==> config.mk <==
export PLATFORM = sky130hd
export DESIGN_NAME = risc_controller
export DESIGN_NICKNAME = d
export VERILOG_FILES = /design/src/rtl/risc_controller.sv
export SDC_FILE = /design/constraint.sdc
export NUM_CORES = 1
export LEC_CHECK = 0
export ABC_AREA = 1
export CAP_MARGIN = 20
export CORE_AREA = 4 4 41 43
export CTS_BUF_LIST = sky130_fd_sc_hd__clkbuf_8
export DETAILED_ROUTE_END_ITERATION = 7
export DIE_AREA = 0 0 45 47
export GPL_TIMING_DRIVEN = 0
export PLACE_DENSITY = 0.7
export SYNTH_ARGS = -nofsm -noshare
export SYNTH_HDL_FRONTEND = slang
export SYNTH_SLANG_ARGS = --single-unit
==> constraint.sdc <==
create_clock -name clk_i -period 2.1 [get_ports clk_i]
set_input_delay 0.42 -clock clk_i [delete_from_list [all_inputs] [get_ports clk_i]]
set_output_delay 0.42 -clock clk_i [all_outputs]
set_load 0.02 [all_outputs]
==> src/rtl/risc_controller.sv <==
// VeriRisc sequencer: steps the 8-phase instruction cycle and decodes the opcode into datapath strobes.
// A sticky HLT parks the controller in OP_ADDR until reset.
module risc_controller #(
  parameter int OPCODE_W    = 3,
  parameter bit HALT_STICKY = 1'b1
) (
  input  logic                clk_i,
  input  logic                rst_n_i,
  input  logic [OPCODE_W-1:0] opcode_i,
  input  logic                zero_i,
  output logic [2:0]          phase_o,
  output logic                sel_o,
  output logic                rd_o,
  output logic                ld_ir_o,
  output logic                ld_ac_o,
  output logic                ld_pc_o,
  output logic                inc_pc_o,
  output logic                wr_o,
  output logic                data_e_o,
  output logic                halt_o
);

  localparam logic [2:0] P_INST_ADDR  = 3'd0;
  localparam logic [2:0] P_INST_FETCH = 3'd1;
  localparam logic [2:0] P_INST_LOAD  = 3'd2;
  localparam logic [2:0] P_IDLE       = 3'd3;
  localparam logic [2:0] P_OP_ADDR    = 3'd4;
  localparam logic [2:0] P_OP_FETCH   = 3'd5;
  localparam logic [2:0] P_ALU_OP     = 3'd6;
  localparam logic [2:0] P_STORE      = 3'd7;

  localparam logic [OPCODE_W-1:0] OP_HLT = OPCODE_W'(0);
  localparam logic [OPCODE_W-1:0] OP_SKZ = OPCODE_W'(1);
  localparam logic [OPCODE_W-1:0] OP_ADD = OPCODE_W'(2);
  localparam logic [OPCODE_W-1:0] OP_AND = OPCODE_W'(3);
  localparam logic [OPCODE_W-1:0] OP_XOR = OPCODE_W'(4);
  localparam logic [OPCODE_W-1:0] OP_LDA = OPCODE_W'(5);
  localparam logic [OPCODE_W-1:0] OP_STO = OPCODE_W'(6);
  localparam logic [OPCODE_W-1:0] OP_JMP = OPCODE_W'(7);

  logic [2:0] phase_q, phase_d;
  logic       halted_q, halted_d;
  logic       is_hlt, is_skz, is_sto, is_jmp, is_alu;

  assign is_hlt = (opcode_i == OP_HLT);
  assign is_skz = (opcode_i == OP_SKZ);
  assign is_sto = (opcode_i == OP_STO);
  assign is_jmp = (opcode_i == OP_JMP);
  assign is_alu = (opcode_i == OP_ADD) || (opcode_i == OP_AND) ||
                  (opcode_i == OP_XOR) || (opcode_i == OP_LDA);

  always_ff @(posedge clk_i) begin
    if (!rst_n_i) begin
      phase_q  <= P_INST_ADDR;
      halted_q <= 1'b0;
    end else begin
      phase_q  <= phase_d;
      halted_q <= halted_d;
    end
  end

  always_comb begin
    phase_d  = phase_q + 3'd1;
    halted_d = halted_q;
    if (halted_q) begin
      phase_d = P_OP_ADDR;
    end else if (HALT_STICKY && (phase_q == P_OP_ADDR) && is_hlt) begin
      halted_d = 1'b1;
      phase_d  = P_OP_ADDR;
    end
  end

  always_comb begin
    sel_o    = 1'b0;
    rd_o     = 1'b0;
    ld_ir_o  = 1'b0;
    ld_ac_o  = 1'b0;
    ld_pc_o  = 1'b0;
    inc_pc_o = 1'b0;
    wr_o     = 1'b0;
    data_e_o = 1'b0;
    halt_o   = 1'b0;
    if (halted_q) begin
      halt_o = 1'b1;
    end else begin
      case (phase_q)
        P_INST_ADDR: sel_o = 1'b1;
        P_INST_FETCH: begin
          sel_o = 1'b1;
          rd_o  = 1'b1;
        end
        P_INST_LOAD, P_IDLE: begin
          sel_o   = 1'b1;
          rd_o    = 1'b1;
          ld_ir_o = 1'b1;
        end
        P_OP_ADDR: begin
          inc_pc_o = 1'b1;
          halt_o   = is_hlt;
        end
        P_OP_FETCH: rd_o = is_alu;
        P_ALU_OP: begin
          rd_o     = is_alu;
          inc_pc_o = is_skz && zero_i;
          ld_pc_o  = is_jmp;
          data_e_o = is_sto;
        end
        P_STORE: begin
          rd_o     = is_alu;
          ld_ac_o  = is_alu;
          inc_pc_o = is_jmp;
          ld_pc_o  = is_jmp;
          wr_o     = is_sto;
          data_e_o = is_sto;
        end
        default: ;
      endcase
    end
  end

  assign phase_o = phase_q;

endmodule
==> results.md <==
* Final Power at 373.6 µW
* M3 GR Usage at 1.149%
* DR vias/cell at between 4 and 5
* Post-DRT Antenna Nets at 0
* GR Layer Usage met1 at 11.59%
* Share of cells above drive strength 1 at between 10% and 20%
* Pwr Density at roughly 640 nW/µm²
* Leakage at 0.3202 nW
* Top cells by area, synth: dfxtp_1 22%, ha_1 20%, nand2_1 13%, inv_1 12%, nor2_1 12%
* Net Count, Synth at 73
* Global-route wire length before repair at 1428 µm
* TritonCTS Sinks at 4
* Largest net degree at the start of global routing at 8
* Worst EP arrival at 1.55 ns
* Kind of start point of the critical path: flip-flop
* Synth Register Bits at 4
* Post-DP Area at 560.5 µm²
* DIE AREA at about 2100 µm²
* Crit. Startpoint: phase_o[0]
* Setup TNS at 0 ns
* Initial DRC count at 1
* Status: completed
* Routed WL per cell at 9.354 µm
* Area leader, netlist: dfxtp_1
* RSZ-0062 raised after global routing: no
* WS Path Type: reg2out
* Die width at 45 µm
* Max-slew violation count at 0
* Crit path capture: sel_o
* Critical Path Fanout Max at 5
* Hold-fix buffers, CTS at 0
* Final Cycle Share at a little over nine tenths
* Antenna Cells at 0
* CTS clock-pin slew for the worst setup and hold paths at around 0.03 ns
* Ys Warns at 0
* Hold slack final at 0.4522 ns
* DR vias at 415
* Synth Instances at 61
* Inserted Clock Buffers at 3
* Fin area at 581.8 µm²
* Cell Rows at 13
* Hpwl dp at 701.9 µm
* R2R depth at 7
* Post-route DRC at 0
* FF-to-FF setup slack at 0.89 ns
* Post-synth cell types at 14
* DP Cell Count at between 90 and 100
* Min-delay worst type: reg2reg
* Layout Nets at 95
* Die height at between 40 and 50 µm
* I/O Buffers at 17
* Max capacitance violation total at 0
* Clock Path Buffers at 2
* Met2 usage at 14.41%
* RR Startpoint: phase_o[0]
* Relative slew slack at 82.70%
* Core Region at 1301 µm²
* Slew @ Worst Pin at 0.2591 ns
* Top-area cell type share of the netlist area at between 20% and 30%
* Busiest grt layer: met2
* Req. time, crit path at about 1.7 ns
* Clk_skew at 0.001047 ns
* CP Capture Type: output port
* Min Tclk post-route at 1.974 ns
* Initial antenna violation count at 0
* Initial DRT Pass Iterations at 4
* Fin util at 44.71%
* TritonCTS clock tree: yes
* FF-to-FF End: phase_o[2]
* Avg Inst Size Synth at 6.092 µm²
* Hold Fails Final Rpt at 0
* FMAX at 0.5066 GHz
* Clock Latency Late Sink at 0.21 ns
* Total track usage at 9.479%
* Synth-to-Final Area Change at 56.57%
* IR Drop Worst-Case VDD at 391.0 µV
* Synthesized area at 371.6 µm²
* I/O pin total at 18
* Finished Layout Cells at 96
* GRT overflow at 0
* H-tree Lvls at 1
* Clk root buf: clkbuf_8
* Seq/Total Area, Yosys at 21.55%
* Final WL at 898 µm
* Worst Slack Setup Final at 0.1261 ns
* Dpl ws at -0.3346 ns
* Initial core utilization at 28.56%
* Vias in the first global route at 391
* Global placement routability congestion at 0.6859
* Finish-stage setup viols at 0
-- registers in the layout, indices dropped and copies added, names as in the netlist --
| register | flops |
|---|---|
| phase_o | 3 |
| halted_q | 1 |
-- worst max-delay path, stage by stage, from the launching register on --
cell	delay (ns)
dfxtp_2	0.33
ha_1	0.22
ha_1	0.19
inv_1	0.06
nand2_1	0.05
nor2_1	0.12
a21oi_1	0.08
clkdlybuf4s15_1	0.29
-- power by group --
group | internal, mW | switching (mW)
logic | 0.0539 | 0.0678
clock network | 0.122 | 0.0377
registers | 0.0838 | 0.00840
-- area by class of cell --
type,instances,area [µm²]
repair buffers,17,138.9
fillers,147,719.4
flip-flops and latches,4,82.58
well taps,15,18.77
inverters,12,45.04
multi-input cells,45,255.2
clock buffers,3,41.29
-- how the worst min path moves through the flow --
| stage | start | to | slack, ns | depth (start not counted) |
|---|---|---|---|---|
| CTS | phase_o[0] | phase_o[0] | 0.49 | 1 |
| global placement | phase_o[0] | phase_o[0] | 0.46 | 1 |
| global route | phase_o[0] | phase_o[0] | 0.49 | 1 |
| detailed placement | phase_o[0] | phase_o[0] | 0.48 | 1 |
| finish | phase_o[0] | phase_o[0] | 0.45 | 1 |
| floorplan | phase_o[0] | phase_o[0] | 0.53 | 1 |
-- layout by cell type, fill, tap and decap left out, drive strengths merged --
| cell type | instances |
|---|---|
| clkbuf | 8 |
| o21ai | 1 |
| clkdlybuf4s15 | 1 |
| buf | 2 |
| dlygate4sd2 | 1 |
| nand2 | 13 |
| and2 | 1 |
| clkdlybuf4s50 | 7 |
| ha | 6 |
| dlymetal6s2s | 1 |
| nor3 | 2 |
| dfxtp | 4 |
| inv | 12 |
| nand4 | 1 |
| nand3 | 3 |
| or2 | 1 |
| a21oi | 3 |
| nor4 | 1 |
| a21boi | 1 |
| nor2 | 12 |
-- routing by layer --
metal,vias to the layer above,wire length (µm)
met5,-,0
met4,0,25
met3,4,46
met2,12,410
met1,171,415
li1,228,-
-- cells by family (layout without fill, tap and decap cells) --
group	Yosys count	after routing	share of synthesized area (%)
fa+ha+maj	6	6	20.20
compound gates	5	5	7.406
flops	4	4	21.55
buf+inv	12	32	12.12
simple gates	34	34	38.72
-- cells in the mapped netlist --
cell	n
nand4_1	1
nand2_1	13
inv_1	12
nand3_1	3
ha_1	6
dfxtp_1	4
or2_0	1
a21boi_0	1
nor2_1	12
and2_1	1
nor4_1	1
nor3_1	2
o21ai_0	1
a21oi_1	3
-- repair_timing --
| item | CTS | global route |
|---|---|---|
| resized for setup | 17 | 19 |
| buffers inserted | 0 | 0 |
| setup endpoints to repair | 9 | 8 |
Power figures use the tool's default switching activity.
